`src/rtl/csi2_pkg.sv`:
```
// Shared constants, state encoding and command payload for the CSI-2 packet sequencer.
package csi2_pkg;

  localparam int unsigned DT_W   = 6;
  localparam int unsigned VC_W   = 2;
  localparam int unsigned WC_W   = 16;
  localparam int unsigned LCNT_W = 12;

  localparam logic [DT_W-1:0] DT_FS       = 6'h00;
  localparam logic [DT_W-1:0] DT_FE       = 6'h01;
  localparam logic [DT_W-1:0] DT_YUV422_8 = 6'h1E;

  typedef enum logic [2:0] {
    ST_IDLE,
    ST_HS_ENTER,
    ST_SEND_FS,
    ST_WAIT_LINE,
    ST_SEND_LH,
    ST_LINE_ACT,
    ST_SEND_FE,
    ST_HS_EXIT
  } state_t;

  typedef struct packed {
    logic [DT_W-1:0] dt;
    logic [VC_W-1:0] vc;
    logic [WC_W-1:0] wc;
  } cmd_t;

endpackage

```
`src/rtl/edge_det.sv`:
```
// Registers a level once and flags rising/falling transitions of the registered copy.
module edge_det (
  input  logic clk,
  input  logic rst_n,
  input  logic d,
  output logic rise_c,
  output logic fall_c
);

  logic q;
  logic q_d;

  // Both stages reset high so a level already asserted at reset release is not a new edge.
  always_ff @(posedge clk or negedge rst_n) begin
    if (!rst_n) begin
      q   <= 1'b1;
      q_d <= 1'b1;
    end else begin
      q   <= d;
      q_d <= q;
    end
  end

  assign rise_c = q & ~q_d;
  assign fall_c = ~q & q_d;

endmodule

```
`src/rtl/csi2_pkt_sequencer.sv`:
```
// Turns frame/line envelopes into ordered CSI-2 packet commands and runs the D-PHY HS handshake.
module csi2_pkt_sequencer
  import csi2_pkg::*;
#(
  parameter logic [5:0]  DATA_TYPE  = DT_YUV422_8,
  parameter int unsigned WORD_COUNT = 2560,
  parameter logic [1:0]  VC         = 2'd0,
  parameter int unsigned FNUM_MAX   = 2,
  parameter int unsigned HS_TIMEOUT = 1023
) (
  input  logic        sys_clk,
  input  logic        n_rst,
  input  logic        fv_i,
  input  logic        lv_i,
  output logic        cmd_valid_o,
  input  logic        cmd_ready_i,
  output logic [5:0]  cmd_dt_o,
  output logic [1:0]  cmd_vc_o,
  output logic [15:0] cmd_wc_o,
  output logic        hs_req_o,
  input  logic        hs_ack_i,
  output logic        pix_en_o,
  output logic [11:0] line_cnt_o,
  output logic [1:0]  err_o
);

  localparam int unsigned TO_W = $clog2(HS_TIMEOUT + 1);
  localparam logic [LCNT_W-1:0] LCNT_MAX = '1;

  state_t            state, state_d;
  cmd_t              cmd_q, cmd_d;
  logic              cmd_valid_d, hs_req_d, pix_en_d;
  logic [LCNT_W-1:0] line_cnt_d;
  logic [1:0]        err_d;
  logic [WC_W-1:0]   fnum, fnum_d;
  logic [TO_W-1:0]   to_cnt, to_cnt_d;
  logic              fv_end, fv_end_d;
  logic              fv_rise_c, fv_fall_c, lv_rise_c, lv_fall_c;
  logic              cmd_hs_c;

  edge_det u_fv_edge (
    .clk    (sys_clk),
    .rst_n  (n_rst),
    .d      (fv_i),
    .rise_c (fv_rise_c),
    .fall_c (fv_fall_c)
  );

  edge_det u_lv_edge (
    .clk    (sys_clk),
    .rst_n  (n_rst),
    .d      (lv_i),
    .rise_c (lv_rise_c),
    .fall_c (lv_fall_c)
  );

  assign cmd_hs_c = cmd_valid_o & cmd_ready_i;
  assign cmd_dt_o = cmd_q.dt;
  assign cmd_vc_o = cmd_q.vc;
  assign cmd_wc_o = cmd_q.wc;

  // Next-state and next-output logic
  always_comb begin
    state_d     = state;
    cmd_d       = cmd_q;
    cmd_valid_d = cmd_valid_o;
    hs_req_d    = hs_req_o;
    pix_en_d    = 1'b0;
    line_cnt_d  = line_cnt_o;
    err_d       = err_o;
    fnum_d      = fnum;
    to_cnt_d    = to_cnt;
    fv_end_d    = fv_end | fv_fall_c;

    case (state)
      ST_IDLE: begin
        fv_end_d = 1'b0;
        to_cnt_d = '0;
        if (fv_rise_c) begin
          state_d  = ST_HS_ENTER;
          hs_req_d = 1'b1;
        end
      end
      ST_HS_ENTER: begin
        to_cnt_d = to_cnt + 1'b1;
        if (hs_ack_i) begin
          state_d     = ST_SEND_FS;
          cmd_valid_d = 1'b1;
          cmd_d.dt    = DT_FS;
          cmd_d.vc    = VC;
          cmd_d.wc    = fnum;
        end else if (to_cnt == TO_W'(HS_TIMEOUT)) begin
          state_d  = ST_HS_EXIT;
          hs_req_d = 1'b0;
          err_d[1] = 1'b1;
        end
      end
      ST_SEND_FS: begin
        if (cmd_hs_c) begin
          state_d     = ST_WAIT_LINE;
          cmd_valid_d = 1'b0;
          line_cnt_d  = '0;
          err_d       = '0;
        end
      end
      ST_WAIT_LINE: begin
        if (fv_end_d) begin
          state_d     = ST_SEND_FE;
          cmd_valid_d = 1'b1;
          cmd_d.dt    = DT_FE;
          cmd_d.vc    = VC;
          cmd_d.wc    = fnum;
        end else if (lv_rise_c) begin
          state_d     = ST_SEND_LH;
          cmd_valid_d = 1'b1;
          cmd_d.dt    = DATA_TYPE;
          cmd_d.vc    = VC;
          cmd_d.wc    = WC_W'(WORD_COUNT);
        end
      end
      ST_SEND_LH: begin
        if (cmd_hs_c) begin
          state_d     = lv_fall_c ? ST_WAIT_LINE : ST_LINE_ACT;
          cmd_valid_d = 1'b0;
          pix_en_d    = 1'b1;
          if (line_cnt_o != LCNT_MAX) line_cnt_d = line_cnt_o + 1'b1;
        end else if (lv_fall_c) begin
          // Line ended before its header was accepted: withdraw and flag the drop.
          state_d     = ST_WAIT_LINE;
          cmd_valid_d = 1'b0;
          err_d[0]    = 1'b1;
        end
      end
      ST_LINE_ACT: begin
        if (lv_fall_c) state_d  = ST_WAIT_LINE;
        else           pix_en_d = 1'b1;
      end
      ST_SEND_FE: begin
        if (cmd_hs_c) begin
          state_d     = ST_HS_EXIT;
          cmd_valid_d = 1'b0;
          hs_req_d    = 1'b0;
          fnum_d      = (fnum == WC_W'(FNUM_MAX)) ? WC_W'(1) : fnum + 1'b1;
        end
      end
      ST_HS_EXIT: begin
        if (!hs_ack_i) state_d = ST_IDLE;
      end
      default: state_d = ST_IDLE;
    endcase

    // A line starting while no header can be taken is skipped; outside a frame it is ignored.
    if (lv_rise_c && (state inside {ST_HS_ENTER, ST_SEND_FS, ST_LINE_ACT, ST_SEND_FE}))
      err_d[0] = 1'b1;
  end

  always_ff @(posedge sys_clk or negedge n_rst) begin
    if (!n_rst) begin
      state       <= ST_IDLE;
      cmd_q       <= '0;
      cmd_valid_o <= 1'b0;
      hs_req_o    <= 1'b0;
      pix_en_o    <= 1'b0;
      line_cnt_o  <= '0;
      err_o       <= '0;
      fnum        <= WC_W'(1);
      to_cnt      <= '0;
      fv_end      <= 1'b0;
    end else begin
      state       <= state_d;
      cmd_q       <= cmd_d;
      cmd_valid_o <= cmd_valid_d;
      hs_req_o    <= hs_req_d;
      pix_en_o    <= pix_en_d;
      line_cnt_o  <= line_cnt_d;
      err_o       <= err_d;
      fnum        <= fnum_d;
      to_cnt      <= to_cnt_d;
      fv_end      <= fv_end_d;
    end
  end

endmodule

```
`config.mk`:
```
export PLATFORM = sky130hd
export DESIGN_NAME = csi2_pkt_sequencer
export DESIGN_NICKNAME = d
export VERILOG_FILES = /design/src/rtl/csi2_pkg.sv /design/src/rtl/edge_det.sv /design/src/rtl/csi2_pkt_sequencer.sv
export SDC_FILE = /design/constraint.sdc
export NUM_CORES = 1
export LEC_CHECK = 0
export ABC_AREA = 1
export CORE_ASPECT_RATIO = 0.75
export CORE_MARGIN = 5
export CORE_UTILIZATION = 45
export CTS_BUF_LIST = sky130_fd_sc_hd__clkbuf_16
export DETAILED_ROUTE_END_ITERATION = 6
export PLACE_DENSITY = 0.77
export SKIP_LAST_GASP = 1
export SLEW_MARGIN = 20
export SYNTH_ARGS = -nofsm -noshare
export SYNTH_HDL_FRONTEND = slang
export SYNTH_SLANG_ARGS = --single-unit
export TNS_END_PERCENT = 100
```
`constraint.sdc`:
```
create_clock -name sys_clk -period 1.4 [get_ports sys_clk]
set_input_delay 0.14 -clock sys_clk [delete_from_list [all_inputs] [get_ports sys_clk]]
set_output_delay 0.14 -clock sys_clk [all_outputs]
set_load 0.05 [all_outputs]
```
==> qor.yml, run 1 <==
status:
  status: "finished with violations"
  violations: "DRC, setup timing"
synth:
  synthAdderAreaFrac_pct: 1.333
  async_reset_ff_share_pct: 100.0
  yosysMostFrequentCell: "nand2_1"
  synth_area_per_cell_sq_um: 7.568
  synth_cell_types: 38
  synth_ff_type: "dfrtp_1"
  synthXorXnorAreaFrac_pct: 2.567
  synthMuxAreaShare_pct: 0
  synth_compound_area_share_pct: 6.033
  synth-seq-cells: 69
  synth_top_area_share_pct: 42.67
  yosysTopAreaCell: "dfrtp_1"
  synthesis.area_sq_um: 3754
  yosysWarnings: 0
  yosysSeqAreaShare_pct: 46.17
  synth_commonest_cells: "171 x nand2_1, 64 x dfrtp_1, 50 x inv_1"
  synth_edf_count: 0
  synth_top_family_by_area: "simple AND/OR/NAND/NOR gates"
  synthSimpleGateAreaFrac_pct: 35.40
  ys_top_cells_by_area: "dfrtp_1 43%, nand2_1 17%, nand3_1 6.3%"
  synthCells: 496
worst_setup_path:
  cp.arrival_ns: 1.90
  cp_data_required_time_ns: 1.67
  start_kind: "flop"
  crit_fanout: 10
  crit_path_end_kind: "flop"
  reg2reg_depth: 9
  worst-r2r-setup-slack_ns: -0.23
  crit_type: "flop to flop"
cts:
  insertion_delay_ns: 0.34
  clock_path_buffers: 2
  cts_tree: "built"
  clock-sinks: 69
  clk_pin_slew_ns: 0.06
  cts-htree-levels: 3
  clock_tree.root_cell: "clkbuf_16"
  numCtsBuffers: 9
floorplan:
  die_h_microns: 89.10
  initial_core_util_pct: 46.79
  row_count: 28
  ioPinCount: 47
  chipWidth_microns: 115.5
  core_sq_um: 8023
  die_area_sq_um: 10290
placed_design:
  gp_congestion: 0.9662
  pre_cts_ws_ns: -0.1323
  io_buffers: 43
  hpwl_microns: 7451
drt:
  first_pass_iters: 7
  routed_wl_microns: 12500
  drc: 24
  vias: 4079
  drt_iter0_drc: 470
  route.detailed.wl_per_inst_microns: 17.22
  vias_per_cell: 5.618
  drtAntennaViolNets: 0
sta:
  max_freq_mhz: 613.0
  finalWorstSetupSlack_ns: -0.2312
  finalCriticalPeriod_ns: 1.631
  fin_skew_ns: 0.008567
  hold_slack_ns: 0.2252
  setup_viol: 43
  finalHoldViolCount: 0
  drv_slew: 0
  fin_crit_sh_pct: 116.5
  rsz0062_at_grt: "yes"
global_routing:
  grt_usage_pct: 22.49
  overflow: 0
  grt_pass1_vias: 3798
  grt_pass1_wl_microns: 18120
  antenna_found_initial: 0
  grt_max_degree: 70
worst_hold_path:
  min_path_cells: 1
  hold_class: "primary input to flop"
run:
  cap_violations: 0
power_and_ir_drop:
  pwr_density_cell_nw_per_um2: 2150
  ir_worst_vdd_uv: 1724
  leakage_nw: 2.868
cells_and_area:
  nets: 626
  n_fill_cell: 498
  area_growth_pct: 58.80
  final_layout_size_suffix_gt1_share_pct: 36.71
  diodes: 0
[routing by layer]
metal / vias to the layer above / GRT usage, % / routed length, microns
li1: 1817 / - / -
met1: 1935 / 27.95 / 4852
met2: 242 / 38.08 / 6102
met3: 85 / 6.157 / 969
met4: 0 / 7.996 / 578
met5: - / 0 / 0
[area by class of cell]
cell class,instances,area (sq um),area share (%)
multi-input cells,361,2017,33.84
clock buffers,9,225.2,3.778
well taps,105,131.4,2.204
clock inverters,7,145.1,2.435
repair buffers,120,1471,24.69
flip-flops and latches,69,1750,29.37
inverters,55,220.2,3.694
[report_power, final]
part | leakage [nW] | switching, mW | internal [mW]
clock network | 0.177 | 0.941 | 1.93
logic | 1.84 | 3.81 | 2.97
registers | 0.849 | 0.657 | 2.51
[sequential cells by signal, summed over array words and instances (netlist names), 2 cells and up]
name,flops
cmd_dt_o,2
cmd_wc_o,16
err_o,2
fnum,16
line_cnt_o,12
state,3
to_cnt,10
[placed cells by master (no fill, tap or decap), types with 9 or more instances in the layout]
| cell type | Yosys | final |
|---|---|---|
| nand2_1 | 171 | 154 |
| buf_4 | 8 | 64 |
| dfrtp_1 | 64 | 50 |
| inv_1 | 50 | 45 |
| buf_12 | 0 | 41 |
| nand3_1 | 47 | 38 |
| nor2_1 | 49 | 36 |
| nand2_2 | 4 | 14 |
| dfrtp_2 | 0 | 14 |
| nand4_1 | 13 | 13 |
| o21ai_0 | 20 | 11 |
| nor2_4 | 2 | 11 |
| clkbuf_16 | 0 | 10 |
| o21ai_1 | 2 | 9 |
| nand2_4 | 2 | 9 |
| xor2_1 | 9 | 9 |
[worst paths after layout]
path	start	end
max in group asynchronous	n_rst	u_fv_edge.q_d
min	fv_i	u_fv_edge.q
min in group asynchronous	n_rst	line_cnt_o[11]
max reg2reg	state[1]	cmd_wc_o[6]
max	state[1]	cmd_wc_o[6]
min reg2reg	u_lv_edge.q	u_lv_edge.q_d
[metrics by stage]
step	TNS [ns]	total power, mW	instance area [sq um]	instances	utilization, %
floorplan	-2.485	6.218	3830	498	-
global placement	-2.014	8.857	5147	693	64.16
detailed placement	-4.212	9.013	5147	693	64.16
CTS	-1.495	12.22	5667	717	70.63
global route	-6.355	13.35	5961	726	74.30
finish	-4.147	12.82	5961	726	74.30
[timing repair]
action                     CTS  global route
gates resized for setup     25            68
pin swaps                    8            21
hold endpoints to repair    64             0
setup endpoints to repair   46            58
setup buffers                6            10
gates cloned                 1             1
hold buffers                 1             0
[critical path, cell delays in order (launching register included)]
cell	delay, ns
dfrtp_2	0.46
nand2_1	0.15
nor2_4	0.17
inv_2	0.07
nand2_4	0.07
nand2_4	0.08
nor2_4	0.21
buf_12	0.16
nand2_1	0.07
nand2_1	0.10
[kinds of logic (layout without fill, tap and decap cells)]
| group | count (synthesis) | count (layout) |
|---|---|---|
| simple gates | 304 | 304 |
| flops | 69 | 69 |
| buf+inv | 68 | 191 |
| compound gates | 39 | 39 |
| xor+xnor | 11 | 11 |
| fa+ha+maj | 4 | 4 |
| other cells | 1 | 3 |
(Power assumes the default switching activity.)
==> inputs of run 2 (changes only) <==
CELL_PAD_IN_SITES_DETAIL_PLACEMENT = 0   (was unset)
CELL_PAD_IN_SITES_GLOBAL_PLACEMENT = 1   (was unset)
CORE_UTILIZATION = 37   (was 45)
PLACE_DENSITY = 0.84   (was 0.77)
SETUP_SLACK_MARGIN = 0.4   (was unset)
==> qor.yml, run 2 (synthesis results as in run 1) <==
placed_design:
  hpwl_microns: 7657  # was 7451 microns
  placed_area_sq_um: 5416  # was 5147 sq um
  placed_cells: 725  # was 693
  gp_congestion: 0.8676  # was 0.9662
  io_buffers: 43  # unchanged
drt:
  vias_per_cell: 5.032  # was 5.618
  vias: 3990  # was 4079
  drc: 0  # was 24
  routed_wl_microns: 12110  # was 12500 microns
  drt_iter0_drc: 324  # was 470
  route.detailed.wl_per_inst_microns: 15.27  # was 17.22 microns
  first_pass_iters: 4  # was 7
  drtAntennaViolNets: 0  # unchanged
sta:
  fin_skew_ns: 0.007777  # was 0.008567 ns
  setup_viol: 39  # was 43
  finalHoldViolCount: 0  # unchanged
  drv_slew: 0  # unchanged
  fin_crit_sh_pct: 107.0  # was 116.5%
  rsz0062_at_grt: "yes"  # unchanged
  finalWorstSetupSlack_ns: -0.09766  # was -0.2312 ns
  finalCriticalPeriod_ns: 1.498  # was 1.631 ns
  max_freq_mhz: 667.7  # was 613.0 MHz
status:
  violations: "setup timing"  # was DRC, setup timing
  status: "finished with violations"  # unchanged
cts:
  clock_tree.root_cell: "clkbuf_16"  # unchanged
  cts_tree: "built"  # unchanged
  numCtsBuffers: 9  # unchanged
  insertion_delay_ns: 0.34  # about the same
  clock-sinks: 69  # unchanged
  clk_pin_slew_ns: 0.05  # was 0.06 ns
  clock_path_buffers: 2  # unchanged
  cts-htree-levels: 3  # unchanged
worst_setup_path:
  worst-r2r-setup-slack_ns: -0.1  # was -0.23 ns
  cp-startpoint: "state[2]"  # was state[1]
  crit_path_end_kind: "flop"  # unchanged
  cp_data_required_time_ns: 1.62  # was 1.67 ns
  cp.arrival_ns: 1.72  # was 1.90 ns
  start_kind: "flop"  # unchanged
  crit_fanout: 8  # was 10
  reg2reg_depth: 11  # was 9
  path_buf_inv: 4  # was 2
  reg2reg_from: "state[2]"  # was state[1]
  cp_num_cells: 11  # was 9
  crit_path_cell_trace: "buf_6 -> nor2_8 -> nand2_4 -> inv_8 -> nand2_4 -> nand2_4 -> nor2_4 -> buf_12 -> buf_16 -> nand2_2 -> nand2_1"  # was nand2_1 -> nor2_4 -> inv_2 -> nand2_4 -> nand2_4 -> nor2_4 -> buf_12 -> nand2_1 -> nand2_1
  crit_family: "simple AND/OR/NAND/NOR gates"  # unchanged
  path_common_cell: "nand2_4"  # was nand2_1
  rr_endpoint: "cmd_wc_o[15]"  # was cmd_wc_o[6]
  critPathSlowestCell: "dfrtp_1"  # was dfrtp_2
  crit_type: "flop to flop"  # unchanged
  max_stage_delay_ns: 0.40  # was 0.46 ns
global_routing:
  grt_max_degree: 53  # was 70
  grt_pass1_vias: 3891  # was 3798
  grt_usage_pct: 18.86  # was 22.49%
  grt_pass1_wl_microns: 19050  # was 18120 microns
  antenna_found_initial: 0  # unchanged
  overflow: 0  # unchanged
cells_and_area:
  layout_common_cells: "124 x nand2_1, 65 x buf_4, 48 x dfrtp_1"  # was 154 x nand2_1, 64 x buf_4, 50 x dfrtp_1
  diodes: 0  # unchanged
  final_cells: 793  # was 726
  nets: 666  # was 626
  final_layout_size_suffix_gt1_share_pct: 50.08  # was 36.71%
  mostFrequentLayoutCell: "nand2_1"  # unchanged
  area_growth_pct: 80.43  # was 58.80%
  utilization_pct: 69.29  # was 74.30%
  fin_area_sq_um: 6773  # was 5961 sq um
floorplan:
  ioPinCount: 47  # unchanged
  die_area_sq_um: 12280  # was 10290 sq um
  row_count: 31  # was 28
  die_h_microns: 97.23  # was 89.10 microns
  initial_core_util_pct: 38.40  # was 46.79%
  core_sq_um: 9774  # was 8023 sq um
  chipWidth_microns: 126.3  # was 115.5 microns
power_and_ir_drop:
  power.total_mw: 13.71  # was 12.82 mW
  pwr_density_cell_nw_per_um2: 2024  # was 2150 nW/um^2
  ir_worst_vdd_uv: 1274  # was 1724 uV
  leakage_nw: 3.203  # was 2.868 nW
worst_hold_path:
  min_path_cells: 1  # unchanged
  min_from: "fv_i"  # unchanged
  hold_class: "primary input to flop"  # unchanged
  hold_end: "u_fv_edge.q"  # unchanged
run:
  cap_violations: 0  # unchanged
[run 2: changes by cell type in the layout (fill, tap and decap cells not counted), sizes merged]
cell / change
bufinv: -3
buf: +40
clkinvlp: -1
clkinv: +4
[run 2: final cells by class]
cell class                 count  area, sq um
inverter                      55        244.0
clock inverter                 7        58.81
fill                         721         3002
sequential                    69         1753
multi-input combinational    361         2344
tap                          132        165.2
timing repair buffer         160         1983
clock buffer                   9        225.2
[run 2: worst max-delay path by stage]
stage / endpoint / slack [ns]
2_1_floorplan: line_cnt_o[8] / -0.23
3_3_place_gp: fnum[6] / -0.14
3_5_place_dp: line_cnt_o[5] / -0.16
4_1_cts: cmd_wc_o[4] / -0.08
5_1_grt: cmd_wc_o[8] / -0.17
6_report: cmd_wc_o[15] / -0.1
[run 2: repair_timing]
action	4_1_cts	5_1_grt
cloned	2	1
gates resized for setup	83	91
buffers inserted	31	17
hold endpoints to repair	64	0
pin swaps	36	41
endpoints found under the setup margin	103	103
hold buffers	1	0
[run 2: routing by layer]
layer / vias up / GRT usage [%] / part of all wire (%)
li1: 1901 / - / -
met1: 1956 / 25.47 / 45
met2: 109 / 29.83 / 49
met3: 24 / 4.725 / 4.9
met4: 0 / 5.771 / 1.9
met5: - / 0 / 0
[run 2: power breakdown]
| group | switching, mW | total (mW) | internal (mW) |
|---|---|---|---|
| registers | 0.668 | 3.18 | 2.52 |
| clock network | 0.861 | 2.21 | 1.35 |
| logic | 4.33 | 8.31 | 3.98 |
[run 2: per-stage QoR]
step | hold slack [ns] | setup slack, ns | setup TNS [ns]
2_1_floorplan | -0.1556 | -0.2348 | -2.892
3_3_place_gp | 0.1568 | -0.1372 | -3.391
3_5_place_dp | 0.1610 | -0.1558 | -4.440
4_1_cts | 0.2095 | -0.07991 | -0.8086
5_1_grt | 0.2035 | -0.1688 | -5.302
6_report | 0.2156 | -0.09766 | -2.101
